### config.mk
export PLATFORM = sky130hd
export DESIGN_NAME = sum_result_buffer_flat
export DESIGN_NICKNAME = d
export VERILOG_FILES = /design/src/rtl/sum_result_buffer_if.sv /design/src/rtl/sum_result_buffer.sv /design/src/flat_wrapper.sv
export SDC_FILE = /design/constraint.sdc
export NUM_CORES = 1
export LEC_CHECK = 0
export CAP_MARGIN = 20
export CORE_AREA = 2 2 106 108
export DETAILED_ROUTE_END_ITERATION = 12
export DIE_AREA = 0 0 108 110
export HOLD_SLACK_MARGIN = 0.05
export PLACE_DENSITY = 0.8
export RECOVER_POWER = 25
export REMOVE_ABC_BUFFERS = 1
export SYNTH_ARGS = -nofsm -noshare
export SYNTH_HDL_FRONTEND = slang
export SYNTH_SLANG_ARGS = --single-unit
export TNS_END_PERCENT = 10
### constraint.sdc
create_clock -name clk -period 3.4 [get_ports clk]
set_input_delay 1.02 -clock clk [delete_from_list [all_inputs] [get_ports clk]]
set_output_delay 1.02 -clock clk [all_outputs]
set_load 0.01 [all_outputs]
### src/rtl/sum_result_buffer_if.sv
// Stream bundle between the adder result producer, the buffer and its consumer.
//   in_valid/in_data   : adder result, one-cycle pulse, no backpressure
//   out_valid/out_data : FIFO head, first-word fall-through
//   out_ready          : consumer accepts the head this cycle
// master = producer/consumer side, slave = buffer side.
interface sum_result_buffer_if #(
  parameter int unsigned W = 16
) ();
  logic         in_valid;
  logic [W-1:0] in_data;
  logic         out_valid;
  logic [W-1:0] out_data;
  logic         out_ready;

  modport master (
    output in_valid, in_data, out_ready,
    input  out_valid, out_data
  );

  modport slave (
    input  in_valid, in_data, out_ready,
    output out_valid, out_data
  );
endinterface

### src/rtl/sum_result_buffer.sv
// Captures every adder result into a small FIFO and replays it on a ready/valid
// stream. Results arriving while full (and not draining) are dropped and flagged
// in a sticky overflow bit. Also keeps a wrapping sum and a saturating count of
// everything delivered downstream.
// Ports:
//   clk, rst_n : clock, asynchronous active-low reset
//   bus        : stream bundle (slave side)
//   level      : stored entry count, 0..DEPTH
//   overflow   : sticky drop flag, cleared by clr_ovf (drop wins)
//   clr_ovf    : synchronous clear of overflow
//   acc        : sum of popped values modulo 2^ACC_W
//   acc_cnt    : number of pops, saturating at 16'hFFFF
module sum_result_buffer #(
  parameter int unsigned W     = 16,
  parameter int unsigned DEPTH = 4,
  parameter int unsigned ACC_W = 32
) (
  input  logic                   clk,
  input  logic                   rst_n,
  sum_result_buffer_if.slave     bus,
  output logic [$clog2(DEPTH):0] level,
  output logic                   overflow,
  input  logic                   clr_ovf,
  output logic [ACC_W-1:0]       acc,
  output logic [15:0]            acc_cnt
);
  localparam int unsigned PW = $clog2(DEPTH);
  localparam int unsigned LW = PW + 1;

  logic [W-1:0]  mem [DEPTH];
  logic [PW-1:0] wr_ptr;
  logic [PW-1:0] rd_ptr;

  logic          full_c;
  logic          pop_c;
  logic          push_c;
  logic          drop_c;
  logic [LW-1:0] level_nxt_c;

  // Handshake decode; a pop frees a slot for a same-edge push when full.
  always_comb begin
    full_c = (level == LW'(DEPTH));
    pop_c  = bus.out_valid & bus.out_ready;
    push_c = bus.in_valid & (~full_c | pop_c);
    drop_c = bus.in_valid & full_c & ~pop_c;
  end

  // Next occupancy.
  always_comb begin
    level_nxt_c = level;
    case ({push_c, pop_c})
      2'b10:   level_nxt_c = level + LW'(1);
      2'b01:   level_nxt_c = level - LW'(1);
      default: level_nxt_c = level;
    endcase
  end

  // Storage needs no reset; contents are only observed behind out_valid.
  always_ff @(posedge clk) begin
    if (push_c) mem[wr_ptr] <= bus.in_data;
  end

  // Head read from registered storage only, so no in_data -> out_data path.
  assign bus.out_data = mem[rd_ptr];

  // Pointers, occupancy and registered head-valid.
  always_ff @(posedge clk or negedge rst_n) begin
    if (!rst_n) begin
      wr_ptr        <= '0;
      rd_ptr        <= '0;
      level         <= '0;
      bus.out_valid <= 1'b0;
    end else begin
      if (push_c) wr_ptr <= wr_ptr + PW'(1);
      if (pop_c)  rd_ptr <= rd_ptr + PW'(1);
      level         <= level_nxt_c;
      bus.out_valid <= (level_nxt_c != LW'(0));
    end
  end

  // Sticky drop flag; a drop on the same edge as a clear keeps it set.
  always_ff @(posedge clk or negedge rst_n) begin
    if (!rst_n) begin
      overflow <= 1'b0;
    end else if (drop_c) begin
      overflow <= 1'b1;
    end else if (clr_ovf) begin
      overflow <= 1'b0;
    end
  end

  // Delivered-data statistics.
  always_ff @(posedge clk or negedge rst_n) begin
    if (!rst_n) begin
      acc     <= '0;
      acc_cnt <= '0;
    end else if (pop_c) begin
      acc <= acc + ACC_W'(bus.out_data);
      if (acc_cnt != 16'hFFFF) acc_cnt <= acc_cnt + 16'd1;
    end
  end
endmodule

### src/flat_wrapper.sv
// flat-port wrapper written by rule: the top's interface ports become plain ports
module sum_result_buffer_flat 
#(
  parameter int unsigned W     = 16,
  parameter int unsigned DEPTH = 4,
  parameter int unsigned ACC_W = 32
)
  (clk, rst_n, level, overflow, clr_ovf, acc, acc_cnt, bus_in_valid, bus_in_data, bus_out_ready, bus_out_valid, bus_out_data);
  sum_result_buffer_if #(.W(W)) bus_i ();
  input  logic clk;
  input  logic rst_n;
  output logic [$clog2(DEPTH):0] level;
  output logic overflow;
  input  logic clr_ovf;
  output logic [ACC_W-1:0] acc;
  output logic [15:0] acc_cnt;
  input wire logic [$bits(bus_i.in_valid)-1:0] bus_in_valid;
  input wire logic [$bits(bus_i.in_data)-1:0] bus_in_data;
  input wire logic [$bits(bus_i.out_ready)-1:0] bus_out_ready;
  output wire logic [$bits(bus_i.out_valid)-1:0] bus_out_valid;
  output wire logic [$bits(bus_i.out_data)-1:0] bus_out_data;
  assign bus_i.in_valid = bus_in_valid;
  assign bus_i.in_data = bus_in_data;
  assign bus_i.out_ready = bus_out_ready;
  assign bus_out_valid = bus_i.out_valid;
  assign bus_out_data = bus_i.out_data;
  sum_result_buffer #(.W(W), .DEPTH(DEPTH), .ACC_W(ACC_W)) u_core (.clk(clk), .rst_n(rst_n), .bus(bus_i), .level(level), .overflow(overflow), .clr_ovf(clr_ovf), .acc(acc), .acc_cnt(acc_cnt));
endmodule
==> metrics.txt, run 1 <==
# TYPE chip_impl_metric gauge
chip_impl_info{name="cp-end-kind",value="output port"} 1
chip_impl_metric{name="areaGrowthSynthToFinish",unit="%"} 30.6
chip_impl_metric{name="finalNonFillerCells",unit=""} 708
chip_impl_metric{name="cts_max_level",unit=""} 4
chip_impl_metric{name="fin_skew",unit="ns"} 0.00695
chip_impl_metric{name="num_antenna_cells",unit=""} 0
chip_impl_metric{name="power_switching",unit="W"} 0.00276
chip_impl_metric{name="gr-total-overflow",unit=""} 0
chip_impl_metric{name="dpl_cell_area",unit="mm²"} 0.00686
chip_impl_metric{name="dp_hpwl",unit="mm"} 8.26
chip_impl_info{name="min_path_type",value="reg2reg"} 1
chip_impl_metric{name="fillCellCount",unit=""} 762
chip_impl_info{name="rsz_0062_raised_after_global_routing",value="no"} 1
chip_impl_metric{name="slew_violations",unit=""} 0
chip_impl_info{name="root_buffer",value="clkbuf_8"} 1
chip_impl_metric{name="die_y",unit="µm"} 110
chip_impl_metric{name="synth_area",unit="mm²"} 0.00573
chip_impl_metric{name="layout.core_utilization",unit=""} 0.699
chip_impl_info{name="startpoint_of_the_worst_setup_timing_path",value="u_core.rd_ptr[0]$_DFFE_PN0N_"} 1
chip_impl_metric{name="grt.met1_usage",unit=""} 0.284
chip_impl_metric{name="routed-via-count",unit=""} 3936
chip_impl_metric{name="synth-seq-cells",unit=""} 121
chip_impl_info{name="cts_tree",value="yes"} 1
chip_impl_metric{name="cts_inserted_buffers",unit=""} 17
chip_impl_metric{name="number_of_sinks_handled_by_clock_tree_synthesis",unit=""} 121
chip_impl_metric{name="net_count_of_the_finished_layout",unit=""} 600
chip_impl_metric{name="synth.yosys.seq_area_share",unit=""} 0.585
chip_impl_metric{name="dr.first_iter.drc_count",unit=""} 238
chip_impl_metric{name="detail_route.vias_per_cell",unit=""} 5.56
chip_impl_metric{name="post-route-period-util",unit=""} 0.965
chip_impl_metric{name="worstMarginPinSlew",unit="ns"} 1.24
chip_impl_metric{name="grt.met2_usage",unit=""} 0.359
chip_impl_metric{name="io-pin-count",unit=""} 90
chip_impl_metric{name="worst_slew_slack_as_a_fraction_of_its_limit",unit=""} 0.172
chip_impl_metric{name="clock_network_power_share",unit=""} 0.245
chip_impl_metric{name="timing.final.ws_setup",unit="ns"} 0.118
chip_impl_metric{name="start_util",unit=""} 0.535
chip_impl_metric{name="p_int",unit="W"} 0.00480
chip_impl_metric{name="cts_post_setup_buffers_inserted",unit=""} 0
chip_impl_info{name="global_route.peak_usage_layer",value="met2"} 1
chip_impl_metric{name="post_synth_num_cell_types",unit=""} 48
chip_impl_metric{name="antenna_violations_before_repair",unit=""} 0
chip_impl_metric{name="row_count",unit=""} 38
chip_impl_metric{name="groute.usage.overall",unit=""} 0.216
chip_impl_metric{name="drt-wirelength-per-cell",unit="µm"} 17.0
chip_impl_metric{name="globalRouteMet3Util",unit=""} 0.0488
chip_impl_metric{name="critPathMaxFanout",unit=""} 7
chip_impl_metric{name="grt_pass1_vias",unit=""} 3880
chip_impl_metric{name="post_synth_inst_count",unit=""} 441
chip_impl_metric{name="route.detailed.drc",unit=""} 0
chip_impl_metric{name="die_span_x",unit="µm"} 108
chip_impl_metric{name="clkSlewWorstSetupHoldPaths",unit="ns"} 0.06
chip_impl_metric{name="slowest_delay",unit="ns"} 0.57
chip_impl_metric{name="detailedRoute.firstPassIterationCount",unit=""} 4
chip_impl_metric{name="sw_frac_of_total",unit=""} 0.366
chip_impl_metric{name="share_seq_of_total_power",unit=""} 0.294
chip_impl_metric{name="timing.hold.ws",unit="ns"} 0.485
chip_impl_info{name="worst_r2r_startpoint",value="u_core.rd_ptr[0]$_DFFE_PN0N_"} 1
chip_impl_metric{name="share_comb_of_total_power",unit=""} 0.461
chip_impl_metric{name="dpl_worst_slack",unit="ns"} 0.150
chip_impl_metric{name="cp.required",unit="ns"} 2.38
chip_impl_metric{name="final_cell_area",unit="mm²"} 0.00748
chip_impl_info{name="timing.critical_path.cells",value="buf_4 > mux4_2 > clkdlybuf4s50_1"} 1
chip_impl_metric{name="power.density_cell_area",unit="mW/mm²"} 1010
chip_impl_metric{name="worst-r2r-cell-count",unit=""} 9
chip_impl_metric{name="cts_buffer_depth",unit=""} 2
chip_impl_metric{name="finalWorstPathRequiredPeriod",unit="ns"} 3.28
chip_impl_metric{name="grt_max_degree",unit=""} 44
chip_impl_metric{name="final-hold-violation-count",unit=""} 0
chip_impl_metric{name="peak_ir_drop_on_the_vdd_network",unit="µV"} 529
chip_impl_metric{name="die-area",unit="mm²"} 0.0119
chip_impl_metric{name="floorplan.core_area",unit="mm²"} 0.0107
chip_impl_metric{name="place_inst",unit=""} 675
chip_impl_metric{name="max_cap_violations",unit=""} 0
chip_impl_metric{name="synth.avg_cell_area",unit="µm²"} 13.0
chip_impl_metric{name="gp_congestion",unit=""} 0.902
chip_impl_info{name="synth_top_cell_by_area",value="edfxtp_1"} 1
chip_impl_metric{name="max_clock_freq",unit="MHz"} 305
chip_impl_metric{name="worstSkewPairLatency",unit="ns"} 0.52
chip_impl_info{name="reg2reg_to",value="u_core.acc[20]$_DFFE_PN0N_"} 1
chip_impl_info{name="crit_path_start_kind",value="flop"} 1
chip_impl_info{name="crit_path_top_delay_cell",value="mux4_2"} 1
chip_impl_metric{name="layout-drive-gt1-share",unit=""} 0.127
chip_impl_metric{name="rrSetupSlack",unit="ns"} 0.40
chip_impl_info{name="worst-setup-path-type",value="reg2out"} 1
chip_impl_metric{name="drtAntennaViolNets",unit=""} 0
chip_impl_metric{name="wirelength",unit="mm"} 12.0
chip_impl_metric{name="synth_top_area_frac",unit=""} 0.336
chip_impl_info{name="ys_top_cells_by_area",value="edfxtp_1, dfrtp_1, mux4_2"} 1
chip_impl_metric{name="portBuffers",unit=""} 89
chip_impl_metric{name="yosysWarningCount",unit=""} 0
chip_impl_metric{name="power_leakage",unit="nW"} 2.95
chip_impl_info{name="critical_path_sink",value="bus_out_data[10]"} 1
chip_impl_info{name="outcome",value="complete, no violations"} 1
chip_impl_metric{name="worst-endpoint-arrival",unit="ns"} 2.26
chip_impl_metric{name="setup_viol",unit=""} 0
chip_impl_metric{name="grt_first_pass_wirelength",unit="mm"} 19.5
final cells by class:
type | instances | area [µm²] | area share
Multi-Input combinational cell | 293 | 2270 | 0.304
Clock buffer | 17 | 414 | 0.0554
Tap cell | 140 | 175 | 0.0234
Timing Repair Buffer | 106 | 1010 | 0.135
Inverter | 16 | 60.1 | 0.00803
Sequential cell | 121 | 3350 | 0.448
Clock inverter | 15 | 199 | 0.0266
Yosys cell counts, drive strengths merged:
cell / instances
edfxtp: 64
dfrtp: 57
nand2: 46
xnor2: 31
a21oi: 27
ha: 22
o21ai: 21
and3: 18
inv: 16
mux4: 16
nand3: 15
xor2: 13
nor2: 12
and2: 9
nand4: 9
clkbuf: 8
a31oi: 5
nor3: 5
o21a: 5
a21o: 4
a32oi: 3
buf: 3
o31ai: 3
a21boi: 2
a22oi: 2
and4: 2
fa: 2
nor2b: 2
nor3b: 2
o211ai: 2
o21bai: 2
o22ai: 2
a2111oi: 1
a211oi: 1
a41oi: 1
mux2: 1
mux2i: 1
nand4b: 1
nor4b: 1
o2bb2ai: 1
o311ai: 1
or3: 1
or4: 1
routing by layer:
layer,up-vias,wire [µm]
met3,8,476
met2,97,6070
met4,0,87
li1,1877,-
met5,-,0
met1,1954,5410
worst min path at each step:
stage / slack, ns / from / depth (start not counted) / end
floorplan: 0.51 / u_core.acc[31]$_DFFE_PN0N_ / 1 / u_core.acc[31]$_DFFE_PN0N_
global placement: 0.48 / u_core.acc[31]$_DFFE_PN0N_ / 1 / u_core.acc[31]$_DFFE_PN0N_
detailed placement: 0.48 / u_core.acc[31]$_DFFE_PN0N_ / 1 / u_core.acc[31]$_DFFE_PN0N_
CTS: 0.49 / u_core.acc[31]$_DFFE_PN0N_ / 1 / u_core.acc[31]$_DFFE_PN0N_
global route: 0.52 / u_core.acc_cnt[14]$_DFFE_PN0P_ / 1 / u_core.acc_cnt[14]$_DFFE_PN0P_
finish: 0.48 / u_core.acc[31]$_DFFE_PN0N_ / 1 / u_core.acc[31]$_DFFE_PN0N_
cell families after synthesis:
family | synth area share
muxes | 0.0666
adders and majority gates | 0.0550
AOI/OAI and AO/OA | 0.0950
buffers and inverters | 0.0183
DFF | 0.585
xor gates and xnor gates | 0.0673
and+or+nand+nor | 0.113
sequential cells by signal (all words and copies together) (netlist names):
name / flops
u_core.overflow: 1
u_core.bus.out_valid: 1
u_core.level: 3
u_core.acc_cnt: 16
u_core.mem: 64
u_core.rd_ptr: 2
u_core.wr_ptr: 2
u_core.acc: 32
placed cells by master, fill, tap and decap left out, types with 5 or more instances in the layout:
cell type        count
o21a_1               5
dlygate4sd3_1        9
xnor2_1             31
and2_1               9
mux4_2              16
clkdlybuf4s50_1     79
edfxtp_1            64
nand3_1             14
clkbuf_16           16
xor2_1              13
nor3_1               5
a31oi_1              5
dfrtp_1             56
inv_1               15
nand2_1             46
buf_4               16
a21oi_1             27
o21ai_0             19
ha_1                22
nand4_1              9
nor2_1              12
and3_1              16
worst max-delay path: cells and delay by family, from the launching register on:
| family | cells | cell delay [ns] |
|---|---|---|
| buf+inv | 2 | 0.75 |
| mux | 1 | 0.57 |
| flops | 1 | 0.42 |
power groups by stage:
| stage | Clock (W) | Combinational (W) | Sequential [W] |
|---|---|---|---|
| after detailed placement | 0 | 0.00345 | 0.00224 |
| after floorplan | 0 | 0.00206 | 0.00231 |
| after global placement | 0 | 0.00337 | 0.00222 |
| final | 0.00185 | 0.00349 | 0.00222 |
| after CTS | 0.00187 | 0.00350 | 0.00222 |
| after global routing | 0.00194 | 0.00383 | 0.00227 |
through the flow:
| stage | setup TNS [ns] | power [W] |
|---|---|---|
| global placement | 0 | 0.00560 |
| global route | 0 | 0.00804 |
| CTS | 0 | 0.00759 |
| detailed placement | 0 | 0.00569 |
| finish | 0 | 0.00756 |
| floorplan | -0.165 | 0.00436 |
timing repair:
item | CTS | global route
hold buffers | 0 | 0
resized for setup | 0 | 1
setup endpoints to repair | 0 | 1
Note: power is estimated with default switching activity, not from simulation.
==> run 2: changes to the inputs <==
--- a/config.mk
+++ b/config.mk
@@ -11,7 +11,6 @@
 export DIE_AREA = 0 0 108 110
 export HOLD_SLACK_MARGIN = 0.05
 export PLACE_DENSITY = 0.8
-export RECOVER_POWER = 25
 export REMOVE_ABC_BUFFERS = 1
 export SYNTH_ARGS = -nofsm -noshare
 export SYNTH_HDL_FRONTEND = slang
==> run 2 against run 1 <==
Clock skew is 0.0017 ns lower. Clock power hardly changed. Cell count stayed put. Setup slack better by 0.024 ns. Highest routed layer unchanged. Final area is 0.33% higher. Non-clock buffer count stayed put. Via count is 0.15% higher. First-iteration DRC count is 12% higher.
==> metrics.txt, run 2 (same netlist as run 1, synthesis figures left out) <==
# TYPE chip_impl_metric gauge
chip_impl_info{name="outcome",value="complete, no violations"} 1
chip_impl_metric{name="groute.usage.overall",unit=""} 0.216
chip_impl_info{name="layout.cells.most_common_list",value="clkdlybuf4s50_1, edfxtp_1, dfrtp_1"} 1
chip_impl_metric{name="net_count_of_the_finished_layout",unit=""} 600
chip_impl_metric{name="drt-wirelength-per-cell",unit="µm"} 16.9
chip_impl_metric{name="cts_buffer_depth",unit=""} 2
chip_impl_metric{name="p_int",unit="W"} 0.00480
chip_impl_metric{name="die_y",unit="µm"} 110
chip_impl_metric{name="grt_max_degree",unit=""} 44
chip_impl_metric{name="cts_max_level",unit=""} 4
chip_impl_metric{name="wirelength",unit="mm"} 12.0
chip_impl_metric{name="start_util",unit=""} 0.535
chip_impl_metric{name="cts-resized-gates",unit=""} 0
chip_impl_metric{name="number_of_sinks_handled_by_clock_tree_synthesis",unit=""} 121
chip_impl_metric{name="dpl_cell_area",unit="mm²"} 0.00686
chip_impl_metric{name="final-hold-violation-count",unit=""} 0
chip_impl_info{name="crit_path_start_kind",value="flop"} 1
chip_impl_metric{name="fillCellCount",unit=""} 757
chip_impl_metric{name="worstSkewPairLatency",unit="ns"} 0.51
chip_impl_metric{name="io-pin-count",unit=""} 90
chip_impl_metric{name="power_switching",unit="W"} 0.00275
chip_impl_metric{name="layout-drive-gt1-share",unit=""} 0.130
chip_impl_metric{name="gp_congestion",unit=""} 0.902
chip_impl_info{name="min_path_type",value="reg2reg"} 1
chip_impl_metric{name="areaGrowthSynthToFinish",unit="%"} 31.0
chip_impl_info{name="cp-end-kind",value="output port"} 1
chip_impl_metric{name="dpl_worst_slack",unit="ns"} 0.150
chip_impl_metric{name="cts_inserted_buffers",unit=""} 17
chip_impl_info{name="max_flop_register",value="u_core.mem"} 1
chip_impl_metric{name="die-area",unit="mm²"} 0.0119
chip_impl_metric{name="max_cap_violations",unit=""} 0
chip_impl_metric{name="floorplan.core_area",unit="mm²"} 0.0107
chip_impl_metric{name="cts.hold.buffers_added",unit=""} 0
chip_impl_metric{name="fin_skew",unit="ns"} 0.00528
chip_impl_metric{name="drtAntennaViolNets",unit=""} 0
chip_impl_metric{name="row_count",unit=""} 38
chip_impl_metric{name="portBuffers",unit=""} 89
chip_impl_metric{name="clock_network_power_share",unit=""} 0.245
chip_impl_metric{name="power_leakage",unit="nW"} 2.97
chip_impl_metric{name="worst_slew_slack_as_a_fraction_of_its_limit",unit=""} 0.615
chip_impl_metric{name="gr-total-overflow",unit=""} 0
chip_impl_info{name="cts_tree",value="yes"} 1
chip_impl_metric{name="dr.first_iter.drc_count",unit=""} 266
chip_impl_metric{name="peak_ir_drop_on_the_vdd_network",unit="µV"} 530
chip_impl_metric{name="sw_frac_of_total",unit=""} 0.364
chip_impl_info{name="most_common_library_cell_in_the_layout_ignoring_fill_and_taps",value="clkdlybuf4s50_1"} 1
chip_impl_metric{name="die_span_x",unit="µm"} 108
chip_impl_metric{name="worst-endpoint-arrival",unit="ns"} 2.24
chip_impl_metric{name="share_seq_of_total_power",unit=""} 0.294
chip_impl_metric{name="finalWorstPathRequiredPeriod",unit="ns"} 3.26
chip_impl_info{name="root_buffer",value="clkbuf_8"} 1
chip_impl_info{name="rsz_0062_raised_after_global_routing",value="no"} 1
chip_impl_metric{name="num_antenna_cells",unit=""} 0
chip_impl_metric{name="cp.required",unit="ns"} 2.38
chip_impl_metric{name="routed-via-count",unit=""} 3942
chip_impl_metric{name="cts_post_setup_buffers_inserted",unit=""} 0
chip_impl_metric{name="critPathMaxFanout",unit=""} 7
chip_impl_metric{name="route.detailed.drc",unit=""} 0
chip_impl_metric{name="setup_viol",unit=""} 0
chip_impl_metric{name="detail_route.vias_per_cell",unit=""} 5.57
chip_impl_metric{name="power.density_cell_area",unit="mW/mm²"} 1010
chip_impl_info{name="worst-setup-path-type",value="reg2out"} 1
chip_impl_info{name="reg_top3",value="u_core.mem (64), u_core.acc (32), u_core.acc_cnt (16)"} 1
chip_impl_metric{name="final_cell_area",unit="mm²"} 0.00751
chip_impl_metric{name="detailedRoute.firstPassIterationCount",unit=""} 4
chip_impl_metric{name="post-route-period-util",unit=""} 0.958
chip_impl_metric{name="worst-r2r-cell-count",unit=""} 9
chip_impl_metric{name="max_clock_freq",unit="MHz"} 307
chip_impl_metric{name="grt_first_pass_wirelength",unit="mm"} 19.5
chip_impl_metric{name="slew_violations",unit=""} 0
chip_impl_metric{name="timing.final.ws_setup",unit="ns"} 0.142
chip_impl_metric{name="grt_pass1_vias",unit=""} 3880
chip_impl_metric{name="dp_hpwl",unit="mm"} 8.26
chip_impl_metric{name="largest_register_ffs",unit=""} 64
chip_impl_metric{name="antenna_violations_before_repair",unit=""} 0
chip_impl_metric{name="number_of_cells_on_the_worst_hold_path",unit=""} 1
chip_impl_metric{name="share_comb_of_total_power",unit=""} 0.461
chip_impl_metric{name="clkSlewWorstSetupHoldPaths",unit="ns"} 0.06
chip_impl_metric{name="worstMarginPinSlew",unit="ns"} 0.577
==> run 2: per-stage QoR <==
stage               TNS (ns)  std cells   util  hold WS (ns)  power (W)
global route               0        708  0.702         0.516    0.00804
CTS                        0        707  0.699         0.487    0.00759
global placement           0        675  0.642         0.476    0.00560
finish                     0        708  0.702         0.487    0.00755
floorplan             -0.165        430      -         0.508    0.00436
detailed placement         0        675  0.642         0.476    0.00569
==> run 2: power by group through the flow <==
stage | logic [W] | registers (W) | clock network (W)
2_1_floorplan | 0.00206 | 0.00231 | 0
3_3_place_gp | 0.00337 | 0.00222 | 0
3_5_place_dp | 0.00345 | 0.00224 | 0
4_1_cts | 0.00350 | 0.00222 | 0.00187
5_1_grt | 0.00383 | 0.00227 | 0.00194
6_report | 0.00348 | 0.00222 | 0.00185
==> run 2: per-layer routing <==
metal | share of wire | wire length (µm) | global-route usage | up-vias
met2 | 0.50 | 6020 | 0.359 | 99
li1 | - | - | - | 1875
met3 | 0.041 | 490 | 0.0488 | 11
met5 | 0 | 0 | 0 | -
met1 | 0.45 | 5350 | 0.284 | 1957
met4 | 0.0087 | 104 | 0.0705 | 0
==> run 2: final cells by class <==
| type | count | area [µm²] | area share |
|---|---|---|---|
| clock inverters | 15 | 199 | 0.0265 |
| multi-input cells | 293 | 2270 | 0.303 |
| clock buffers | 17 | 414 | 0.0552 |
| repair buffers | 106 | 1030 | 0.138 |
| inverters | 16 | 60.1 | 0.00800 |
| well taps | 140 | 175 | 0.0233 |
| flip-flops and latches | 121 | 3350 | 0.446 |
==> run 2: critical path, stage by stage, from the launching register on <==
cell             delay (ns)
dfrtp_2                0.42
buf_4                  0.21
mux4_2                 0.56
clkdlybuf4s50_1        0.53
==> run 2: path summary, 6_finish.rpt <==
kind	start	to	slack (ns)
max	u_core.rd_ptr[0]$_DFFE_PN0N_	bus_out_data[10]	0.14
min	u_core.acc[31]$_DFFE_PN0N_	u_core.acc[31]$_DFFE_PN0N_	0.49
max reg2reg	u_core.rd_ptr[0]$_DFFE_PN0N_	u_core.acc[20]$_DFFE_PN0N_	0.41
min reg2reg	u_core.acc[31]$_DFFE_PN0N_	u_core.acc[31]$_DFFE_PN0N_	0.49
max in group asynchronous	rst_n	u_core.level[1]$_DFF_PN0_	2.18
min in group asynchronous	rst_n	u_core.acc_cnt[6]$_DFFE_PN0P_	0.51
